File: config.mk
export PLATFORM = sky130hd
export DESIGN_NAME = instruction_fetch_unit
export DESIGN_NICKNAME = d
export VERILOG_FILES = /design/src/rtl/instruction_fetch_unit_pkg.sv /design/src/rtl/instruction_fetch_unit.sv
export SDC_FILE = /design/constraint.sdc
export NUM_CORES = 1
export LEC_CHECK = 0
export CELL_PAD_IN_SITES_DETAIL_PLACEMENT = 0
export CELL_PAD_IN_SITES_GLOBAL_PLACEMENT = 1
export CORE_MARGIN = 5
export CORE_UTILIZATION = 37
export CTS_BUF_LIST = sky130_fd_sc_hd__clkbuf_2
export DETAILED_ROUTE_END_ITERATION = 10
export GPL_ROUTABILITY_DRIVEN = 0
export PLACE_DENSITY_LB_ADDON = 0.1
export SLEW_MARGIN = 20
export SYNTH_ARGS = -nofsm -noshare
export SYNTH_HDL_FRONTEND = slang
export SYNTH_SLANG_ARGS = --single-unit
File: constraint.sdc
create_clock -name CLK -period 4.7 [get_ports CLK]
set_clock_uncertainty 0.15 [all_clocks]
set_input_delay 0.705 -clock CLK [delete_from_list [all_inputs] [get_ports CLK]]
set_output_delay 0.705 -clock CLK [all_outputs]
set_load 0.05 [all_outputs]
File: src/rtl/instruction_fetch_unit_pkg.sv
// Shared definitions for the IF stage: FSM state encodings, reset/flush
// instruction and the sequential PC step.
package instruction_fetch_unit_pkg;

    typedef enum logic [1:0] {
        ST_FETCH   = 2'd0,
        ST_HOLD    = 2'd1,
        ST_DISCARD = 2'd2
    } fetch_state_t;

    localparam logic [31:0] NOP_INSTR_DEFAULT = 32'h0000_0013;
    localparam logic [31:0] PC_INCR           = 32'd4;

    // Redirect addresses are word aligned; the low two bits are dropped.
    function automatic logic [31:0] align_word(input logic [31:0] addr);
        return {addr[31:2], 2'b00};
    endfunction

endpackage

File: src/rtl/instruction_fetch_unit.sv
// IF stage: owns the PC, issues word reads over the busywait interface and
// fills the IF/ID register, with a one-entry hold buffer and branch discard.
module instruction_fetch_unit
    import instruction_fetch_unit_pkg::*;
#(
    parameter logic [31:0] RESET_PC  = 32'h0000_0000,
    parameter logic [31:0] NOP_INSTR = NOP_INSTR_DEFAULT
) (
    input  logic         CLK,
    input  logic         RESET,
    input  logic         STALL,
    input  logic         BRANCH_TAKEN,
    input  logic [31:0]  BRANCH_TARGET,
    output logic         IMEM_READ,
    output logic [31:0]  IMEM_ADDR,
    input  logic [31:0]  IMEM_READDATA,
    input  logic         IMEM_BUSYWAIT,
    output logic [31:0]  ID_INSTRUCTION,
    output logic [31:0]  ID_PC,
    output logic         ID_VALID,
    output fetch_state_t dbg_state
);

    // Memory handshake: a request is IMEM_READ=1 with IMEM_ADDR; it completes
    // in the first cycle where IMEM_BUSYWAIT=0, and IMEM_READDATA is sampled
    // only then. Address stays fixed until completion (or reset/redirect).

    fetch_state_t state;
    logic [31:0]  pc;
    logic [31:0]  target_reg;
    logic [31:0]  buf_data;
    logic         buf_valid;
    logic         completion;

    assign IMEM_ADDR  = pc;
    assign IMEM_READ  = !RESET && (state != ST_HOLD);
    assign completion = IMEM_READ && !IMEM_BUSYWAIT;
    assign dbg_state  = state;

    always_ff @(posedge CLK or posedge RESET) begin
        if (RESET) begin
            state          <= ST_FETCH;
            pc             <= RESET_PC;
            target_reg     <= RESET_PC;
            buf_data       <= NOP_INSTR;
            buf_valid      <= 1'b0;
            ID_INSTRUCTION <= NOP_INSTR;
            ID_PC          <= 32'h0000_0000;
            ID_VALID       <= 1'b0;
        end else if (BRANCH_TAKEN) begin
            ID_VALID       <= 1'b0;
            ID_INSTRUCTION <= NOP_INSTR;
            buf_valid      <= 1'b0;
            // A wrong-path access still in flight must finish before the PC moves.
            if (IMEM_BUSYWAIT && state != ST_HOLD) begin
                target_reg <= align_word(BRANCH_TARGET);
                state      <= ST_DISCARD;
            end else begin
                pc    <= align_word(BRANCH_TARGET);
                state <= ST_FETCH;
            end
        end else begin
            case (state)
                ST_FETCH: begin
                    if (completion) begin
                        if (!STALL) begin
                            ID_INSTRUCTION <= IMEM_READDATA;
                            ID_PC          <= pc;
                            ID_VALID       <= 1'b1;
                            pc             <= pc + PC_INCR;
                        end else begin
                            buf_data  <= IMEM_READDATA;
                            buf_valid <= 1'b1;
                            state     <= ST_HOLD;
                        end
                    end else if (!STALL) begin
                        ID_VALID <= 1'b0;
                    end
                end
                ST_HOLD: begin
                    if (!STALL) begin
                        ID_INSTRUCTION <= buf_data;
                        ID_PC          <= pc;
                        ID_VALID       <= 1'b1;
                        pc             <= pc + PC_INCR;
                        buf_valid      <= 1'b0;
                        state          <= ST_FETCH;
                    end
                end
                ST_DISCARD: begin
                    ID_VALID <= 1'b0;
                    if (completion) begin
                        pc    <= target_reg;
                        state <= ST_FETCH;
                    end
                end
                default: begin
                    state <= ST_FETCH;
                end
            endcase
        end
    end

endmodule

==> impl_metrics.csv, run 1 <==
group,metric,value,unit
synthesis,synth_cell_type_count,62,
sta,tightest_slew,1.05,ns
synthesis,yosysTopAreaCellShare,0.491,
sta,finalHoldViolCount,0,
grt,grt_pass1_vias,6383,
cells_and_area,n_fill_cell,1900,
synthesis,synthCells,712,
sta,max_freq,292,MHz
worst_setup_path,cp-start-kind,"register",
worst_setup_path,critical_path_class,"register to primary output",
cts,clockRootBuffer,"clkbuf_2",
routing,wl_per_cell,18.5,um
synthesis,yosysWarnings,0,
worst_setup_path,reg2regPathDepth,7,
synthesis,synth_top_area_cell,"dfrtp_1",
cts,clk_pin_slew,0.24,ns
power_and_ir_drop,powerDensity,458,mW/mm^2
sta,rsz0062_at_grt,"false",
floorplan,die_height,154,um
routing,routed_via_density,5.30,
synthesis,synth_common_cells,"dfrtp_1 (151), nor2_1 (62), mux2_2 (48), a21oi_1 (45), o21ai_0 (44)",
place,io_buffers,162,
floorplan,die_w,154,um
place,placedCellCount,1098,
floorplan,ioPinCount,169,
grt,overflow,0,
cts,insertion_delay,0.72,ns
cells_and_area,nets,920,
synthesis,synth_top_cells_by_area,"dfrtp_1 (49%), mux2_2 (7.0%), mux2_1 (5.7%)",
cts,htreeDepth,4,
cells_and_area,reg_top3,"ID_INSTRUCTION: 32 flops, buf_data: 32 flops",
worst_setup_path,worst_setup_path_end_kind,"primary output",
sta,fin_crit,3.42,ns
synthesis,syn_area,0.00770,mm^2
routing,drc_errors,0,
synthesis,async_reset_ff_frac,1.00,
grt,grt_max_degree,90,
grt,grt_pass1_wl,33.8,mm
synthesis,synthFlopType,"dfrtp_1",
place,dp_hpwl,13.7,mm
worst_setup_path,cp.required,3.85,ns
cts,cts_tree,"yes",
cells_and_area,seq_area,0.00394,mm^2
synthesis,ys_ff_latch,157,
power_and_ir_drop,p_total,4.47,mW
cells_and_area,multiInputGateArea,0.00344,mm^2
worst_hold_path,worst_hold_path_type,"register to register",
sta,slew_headroom,0.300,
sta,setup_viol,0,
floorplan,fp-row-count,52,
sta,timing.setup.tns,0,ns
synthesis,synth-seq-area-share,0.511,
sta,hold_slack,0.365,ns
cts,max-clock-path-buffers,2,
sta,drv_slew,0,
cells_and_area,area_growth,26.8,%
routing,drtIter0Drc,251,
cts,clock-sinks,157,
worst_setup_path,worstPathArrival,2.57,ns
cts,post_cts_buffers,0,
grt,grtUsageTotal,0.176,
floorplan,core_area,0.0204,mm^2
worst_setup_path,cp_max_fo,16,
floorplan,start_util,0.378,
grt,grt_antenna_before_repair,3,
floorplan,die_area,0.0238,mm^2
run_status,outcome,"finished clean",
routing,drt_first_pass_iters,4,
power_and_ir_drop,p_leak,3.93,nW
cts,cts_inserted_buffers,17,
routing,drtAntennaViolNets,0,
synthesis,yosysMostFrequentCell,"dfrtp_1",
cells_and_area,stdcell_count,1133,
cts,ctsHoldBuffers,0,
run,cap_violations,0,
routing,drt-total-wl,20.9,mm
cells_and_area,drive_gt1_frac,0.133,
routing,vias,6003,
power_and_ir_drop,ir_worst_vdd,0.160,mV
cts,cts_resized,0,
synthesis,syn_area_per_cell,10.8,um^2
synthesis,synth-edff-count,0,
sta,period_share,0.728,
worst_hold_path,min_path_cells,1,
-- layout make-up --
cell class                 count  area share
clock buffer                  17     0.00871
clock inverter                15      0.0167
sequential                   157       0.403
timing repair buffer         172       0.175
inverter                      23     0.00922
multi-input combinational    476       0.352
tap                          270      0.0346
antenna                        3    0.000769
-- metrics by stage --
step	util	setup slack, ns	area (um^2)
after floorplan	-	1.66	7710
after CTS	0.479	1.15	9760
after detailed placement	0.467	1.35	9510
after global placement	0.467	1.38	9510
after global routing	0.479	1.08	9760
final	0.480	1.28	9770
-- layer usage --
metal / global-route usage / routed length, um / vias up
met1: 0.211 / 8550 / 2991
met2: 0.296 / 10400 / 165
met3: 0.0620 / 1590 / 32
met5: 0 / 13 / -
met4: 0.0597 / 382 / 2
li1: - / - / 2813
-- where the power goes --
| part | total [mW] | switching, mW | leakage [nW] | internal, mW |
|---|---|---|---|---|
| Combinational | 1.76 | 1.10 | 1.87 | 0.661 |
| Sequential | 1.93 | 0.264 | 1.93 | 1.67 |
| Clock | 0.778 | 0.525 | 0.139 | 0.253 |
-- kinds of logic after synthesis --
logic type | Yosys count | share of synthesized area
mux | 126 | 0.178
other cells | 1 | 0.000487
buf+inv | 82 | 0.0460
flops | 157 | 0.511
compound gates | 160 | 0.132
fa+ha+maj | 4 | 0.00650
simple gates | 170 | 0.112
xor+xnor | 12 | 0.0136
-- final timing paths --
path	from	end	slack, ns
setup / recovery	dbg_state[1]$_DFFE_PP0P_	IMEM_READ	1.28
min in group asynchronous	RESET	ID_VALID$_DFFE_PP0P_	0.39
hold / removal	ID_PC[23]$_DFFE_PP0P_	ID_PC[23]$_DFFE_PP0P_	0.36
hold reg to reg	ID_PC[23]$_DFFE_PP0P_	ID_PC[23]$_DFFE_PP0P_	0.36
max in group asynchronous	RESET	ID_PC[27]$_DFFE_PP0P_	3.23
setup reg to reg	dbg_state[1]$_DFFE_PP0P_	IMEM_ADDR[29]$_DFFE_PP0P_	1.57
-- cells in the final DEF (no fill, tap or decap), types with 4 or more instances in the layout --
master,synthesis,layout
clkbuf_2,0,17
mux2_2,48,48
nand2_1,39,39
nand3_1,13,13
and3_1,4,4
conb_1,1,4
o21ai_0,44,44
o2bb2ai_1,4,4
nor3_1,10,10
xnor2_1,10,10
nand4_1,9,9
inv_1,22,21
dfrtp_1,151,151
a21oi_1,45,45
dfstp_2,6,6
mux2i_1,39,39
inv_6,0,4
mux2_1,39,39
a31oi_1,4,4
nor2_1,62,60
a211oi_1,30,30
a211o_1,4,4
buf_4,7,10
clkdlybuf4s50_1,0,161
clkinvlp_4,0,4
-- critical path, cell delays in order, from the launching register on --
cell,delay [ns]
dfrtp_1,0.46
inv_1,0.11
ha_2,0.48
nor2_1,0.09
clkdlybuf4s50_1,0.72
Power figures use the tool's default switching activity.
==> run 2, diff against run 1 <==
- clock period: 4.7 -> 3 ns (I/O delays scaled with it)
==> impl_metrics.csv, run 2 (synthesized netlist as in run 1, its figures left out) <==
group,metric,value,unit
cts,htreeDepth,4,
sta,setup_viol,0,
run,cap_violations,0,
sta,finalHoldViolCount,0,
worst_setup_path,cp_num_buf_inv,1,
worst_setup_path,path_delay_family,"buffers and inverters",
floorplan,die_w,154,um
floorplan,die_area,0.0238,mm^2
worst_setup_path,worstPathArrival,2.22,ns
cts,clk_pin_slew,0.28,ns
worst_setup_path,cp_max_fo,7,
power_and_ir_drop,ir_worst_vdd,0.242,mV
cts,cts_tree,"yes",
place,dp_hpwl,14.3,mm
worst_setup_path,reg2reg_from,"dbg_state[1]$_DFFE_PP0P_",
grt,grt_pass1_vias,6162,
power_and_ir_drop,switching_share,0.429,
place,io_buffers,162,
worst_hold_path,min-delay-start,"IMEM_READDATA[15]",
sta,max_freq,354,MHz
run_status,outcome,"finished clean",
routing,drt_first_pass_iters,4,
worst_setup_path,cp-start-kind,"register",
cells_and_area,utilization,0.485,
cells_and_area,n_fill_cell,1926,
floorplan,core_area,0.0204,mm^2
grt,overflow,0,
routing,vias,6019,
sta,period_share,0.941,
power_and_ir_drop,pwr-share-seq,0.429,
worst_setup_path,worst_setup_path_end_kind,"primary output",
floorplan,ioPinCount,169,
cts,max-clock-path-buffers,2,
cts,clockRootBuffer,"clkbuf_2",
routing,drt-total-wl,20.6,mm
worst_setup_path,reg2regPathDepth,8,
power_and_ir_drop,p_sw,3.00,mW
worst_hold_path,min_path_cells,2,
routing,drtIter0Drc,190,
power_and_ir_drop,p_leak,4.01,nW
worst_setup_path,crit_slowest_cell,"clkdlybuf4s50_1",
cts,clock-sinks,157,
worst_setup_path,crit_chain,"clkdlybuf4s50_1",
floorplan,die_height,154,um
worst_hold_path,worst_hold_path_type,"input port to register",
worst_setup_path,worst-r2r-setup-slack,0.39,ns
sta,fin_crit,2.82,ns
worst_setup_path,cp.required,2.40,ns
cells_and_area,stdcell_count,1145,
cells_and_area,reg_top3,"ID_INSTRUCTION: 32 flops, buf_data: 32 flops",
routing,drc_errors,0,
cells_and_area,drive_gt1_frac,0.146,
sta,rsz0062_at_grt,"false",
power_and_ir_drop,powerDensity,709,mW/mm^2
grt,grt_pass1_wl,33.6,mm
place,dp_slack,0.185,ns
grt,grt_antenna_before_repair,2,
grt,grt_max_degree,59,
grt,grtUsageTotal,0.175,
floorplan,fp-row-count,52,
power_and_ir_drop,clkPwrFrac,0.170,
worst_setup_path,critical_path_class,"register to primary output",
worst_setup_path,max_stage_delay,0.90,ns
power_and_ir_drop,internal-power,4.00,mW
place,placedCellCount,1110,
sta,timing.setup.tns,0,ns
sta,drv_slew,0,
routing,drtAntennaViolNets,0,
worst_hold_path,min_to,"buf_data[15]$_DFFE_PP0P_",
routing,routed_via_density,5.26,
sta,setup_ws,0.177,ns
floorplan,start_util,0.378,
sta,slew_headroom,0.499,
cts,post_cts_buffers,0,
power_and_ir_drop,p_comb_frac,0.400,
cells_and_area,area_growth,28.3,%
routing,wl_per_cell,18.0,um
cts,insertion_delay,0.74,ns
cells_and_area,layout_common_cells,"clkdlybuf4s50_1 (159), dfrtp_1 (151), nor2_1 (60), mux2_2 (48), a21oi_1 (45)",
cts,cts_inserted_buffers,17,
sta,hold_slack,0.153,ns
cells_and_area,final_common_cell,"clkdlybuf4s50_1",
worst_setup_path,rr_endpoint,"IMEM_ADDR[18]$_DFFE_PP0P_",
sta,tightest_slew,0.745,ns
cells_and_area,nets,934,
## run 2: changes by cell type in the layout (fill, tap and decap cells not counted), sizes merged
cell and change:
buf +12, bufinv -1, clkdlybuf4s50 -2, clkinv +1
clkinvlp -2, diode -2, dlygate4sd2 +1, dlygate4sd3 +2
dlymetal6s2s +1, inv +2
## run 2: worst max-delay path by stage
stage	start	end	slack (ns)	cells after the start
finish	IMEM_ADDR[27]$_DFFE_PP0P_	IMEM_ADDR[27]	0.18	1
global route	dbg_state[1]$_DFFE_PP0P_	IMEM_READ	0.03	4
CTS	IMEM_ADDR[14]$_DFFE_PP0P_	IMEM_ADDR[14]	0.02	1
global placement	RESET	IMEM_ADDR[18]$_DFFE_PP0P_	0.24	7
detailed placement	RESET	IMEM_ADDR[18]$_DFFE_PP0P_	0.19	7
floorplan	dbg_state[1]$_DFFE_PP0P_	IMEM_READ	0.22	5
## run 2: worst reg2reg max path, cell delays in order (launching register included)
cell	delay [ns]
dfrtp_1	0.45
inv_1	0.09
ha_2	0.23
or3_1	0.42
a21oi_1	0.28
o21a_1	0.16
buf_4	0.32
o21ai_0	0.16
a22o_1	0.25
## run 2: power by group through the flow
stage | registers (mW) | clock network (mW) | logic [mW]
after floorplan | 4.01 | 0 | 0.838
after global placement | 3.03 | 0 | 2.78
after detailed placement | 3.06 | 0 | 2.83
after CTS | 3.02 | 1.25 | 2.83
after global routing | 3.10 | 1.35 | 2.96
final | 3.01 | 1.19 | 2.80
## run 2: metrics by stage
step                power, mW  instance area, um^2
floorplan                4.85                 7710
global placement         5.81                 9610
detailed placement       5.89                 9610
CTS                      7.10                 9870
global route             7.41                 9880
finish                   7.00                 9880
## run 2: timing repair
action,4_1_cts,5_1_grt
hold buffers,2,0
endpoints found under the setup margin,1,1
endpoints found under the hold margin,10,0
resized for setup,1,1
gates cloned,0,0
## run 2: cell type report
type / count / area [um^2] / share of cell area
antenna: 1 / 2.50 / 0.000253
inverter: 23 / 90.1 / 0.00912
clock buffer: 17 / 85.1 / 0.00862
tap: 270 / 338 / 0.0342
clock inverter: 15 / 153 / 0.0155
multi-input combinational: 476 / 3440 / 0.348
timing repair buffer: 186 / 1830 / 0.185
sequential: 157 / 3940 / 0.399
## run 2: layer usage
metal  track usage  wire length (um)  up-vias
met4        0.0534               255        2
li1              -                 -     2836
met3        0.0520              1400       25
met5             0                13        -
met2         0.291             10100      172
met1         0.221              8790     2984
==> run 3, diff against run 2 <==
- MAX_ROUTING_LAYER: not set -> met4
==> impl_metrics.csv, run 3 (synthesized netlist as in run 1, its figures left out) <==
group,metric,value,unit
worst_setup_path,cp-start-kind,"register",
cts,clock-sinks,157,
cts,clk_pin_slew,0.29,ns
power_and_ir_drop,powerDensity,709,mW/mm^2
cells_and_area,reg_top3,"ID_INSTRUCTION: 32 flops, buf_data: 32 flops",
cells_and_area,drive_gt1_frac,0.146,
grt,overflow,0,
routing,drt-total-wl,20.6,mm
sta,rsz0062_at_grt,"false",
worst_setup_path,crit_chain,"clkdlybuf4s50_1",
run,cap_violations,0,
routing,vias,5974,
routing,wl_per_cell,18.0,um
worst_setup_path,crit_slowest_cell,"clkdlybuf4s50_1",
routing,drtAntennaViolNets,0,
power_and_ir_drop,p_leak,4.01,nW
cts,clockRootBuffer,"clkbuf_2",
sta,timing.setup.tns,0,ns
worst_setup_path,critical_path_class,"register to primary output",
worst_hold_path,worst_hold_path_type,"input port to register",
cells_and_area,nets,934,
power_and_ir_drop,ir_worst_vdd,0.242,mV
cells_and_area,stdcell_count,1146,
routing,drt_first_pass_iters,4,
place,io_buffers,162,
floorplan,core_area,0.0204,mm^2
cts,post_cts_buffers,0,
worst_setup_path,worst_setup_path_end_kind,"primary output",
grt,grt_antenna_before_repair,2,
floorplan,ioPinCount,169,
routing,drc_errors,0,
power_and_ir_drop,p_sw,3.00,mW
worst_setup_path,worstPathArrival,2.22,ns
cells_and_area,n_fill_cell,1924,
power_and_ir_drop,p_comb_frac,0.400,
worst_setup_path,cp_max_fo,9,
worst_setup_path,path_delay_family,"buffers and inverters",
sta,fin_crit,2.82,ns
floorplan,die_height,154,um
cells_and_area,final_common_cell,"clkdlybuf4s50_1",
sta,hold_slack,0.128,ns
worst_setup_path,cp.required,2.40,ns
grt,grt_pass1_wl,33.6,mm
sta,drv_slew,0,
cells_and_area,utilization,0.485,
grt,grt_max_degree,59,
power_and_ir_drop,pwr-share-seq,0.430,
cells_and_area,area_growth,28.3,%
cts,insertion_delay,0.75,ns
grt,grt_pass1_vias,6186,
cells_and_area,layout_common_cells,"clkdlybuf4s50_1 (159), dfrtp_1 (151), nor2_1 (60), mux2_2 (48), a21oi_1 (45)",
routing,routed_via_density,5.21,
grt,grtUsageTotal,0.180,
routing,drtIter0Drc,194,
floorplan,start_util,0.378,
worst_setup_path,cp_num_buf_inv,1,
cts,cts_tree,"yes",
floorplan,fp-row-count,52,
cts,max-clock-path-buffers,2,
sta,tightest_slew,0.740,ns
place,placedCellCount,1110,
sta,max_freq,355,MHz
power_and_ir_drop,switching_share,0.429,
worst_setup_path,max_stage_delay,0.88,ns
power_and_ir_drop,clkPwrFrac,0.170,
sta,finalHoldViolCount,0,
place,dp_hpwl,14.3,mm
cts,cts_inserted_buffers,17,
power_and_ir_drop,internal-power,4.00,mW
floorplan,die_w,154,um
sta,setup_viol,0,
sta,period_share,0.939,
sta,slew_headroom,0.502,
run_status,outcome,"finished clean",
floorplan,die_area,0.0238,mm^2
cts,htreeDepth,4,
power_and_ir_drop,p_total,7.00,mW
==> run 3: cell types whose count changed in the layout (fill, tap and decap cells not counted), sizes merged <==
cell,delta
diode,+1
==> run 3: per-stage QoR <==
step	setup slack (ns)	cell area, um^2
after global placement	0.239	9610
after detailed placement	0.185	9610
after global routing	0.0303	9880
after floorplan	0.216	7710
after CTS	0.0241	9870
final	0.182	9880
==> run 3: area by class of cell <==
cell class,instances,area [um^2],area share
sequential,157,3940,0.398
multi-input combinational,476,3440,0.348
timing repair buffer,186,1830,0.185
tap,270,338,0.0342
clock inverter,15,153,0.0155
inverter,23,90.1,0.00912
clock buffer,17,85.1,0.00861
antenna,2,5.00,0.000507
==> run 3: final timing paths <==
path	startpoint	endpoint	slack, ns	cells after the start
max	IMEM_ADDR[10]$_DFFE_PP0P_	IMEM_ADDR[10]	0.18	1
min	IMEM_READDATA[23]	buf_data[23]$_DFFE_PP0P_	0.13	2
max reg2reg	dbg_state[1]$_DFFE_PP0P_	IMEM_ADDR[18]$_DFFE_PP0P_	0.40	8
min reg2reg	target_reg[31]$_DFFE_PP0P_	target_reg[31]$_DFFE_PP0P_	0.37	2
max in group asynchronous	RESET	ID_INSTRUCTION[15]$_DFFE_PP0P_	1.50	4
min in group asynchronous	RESET	dbg_state[0]$_DFFE_PP0P_	0.43	3
==> run 3: power by group through the flow <==
| stage | clock network, mW | registers, mW | logic [mW] |
|---|---|---|---|
| 4_1_cts | 1.25 | 3.02 | 2.83 |
| 3_5_place_dp | 0 | 3.06 | 2.83 |
| 6_report | 1.19 | 3.01 | 2.80 |
| 2_1_floorplan | 0 | 4.01 | 0.838 |
| 5_1_grt | 1.35 | 3.10 | 2.96 |
| 3_3_place_gp | 0 | 3.03 | 2.78 |
==> run 3: routing by layer <==
metal	wire (um)	up-vias	track usage
met5	0	-	-
met4	263	0	0.0534
met3	1270	22	0.0453
met2	10100	156	0.291
met1	9000	2958	0.226
li1	-	2838	-
==> run 3: repair_timing <==
item / CTS / global route
hold endpoints to repair: 10 / 0
hold buffers: 2 / 0
gates resized for setup: 1 / 1
setup endpoints to repair: 1 / 1
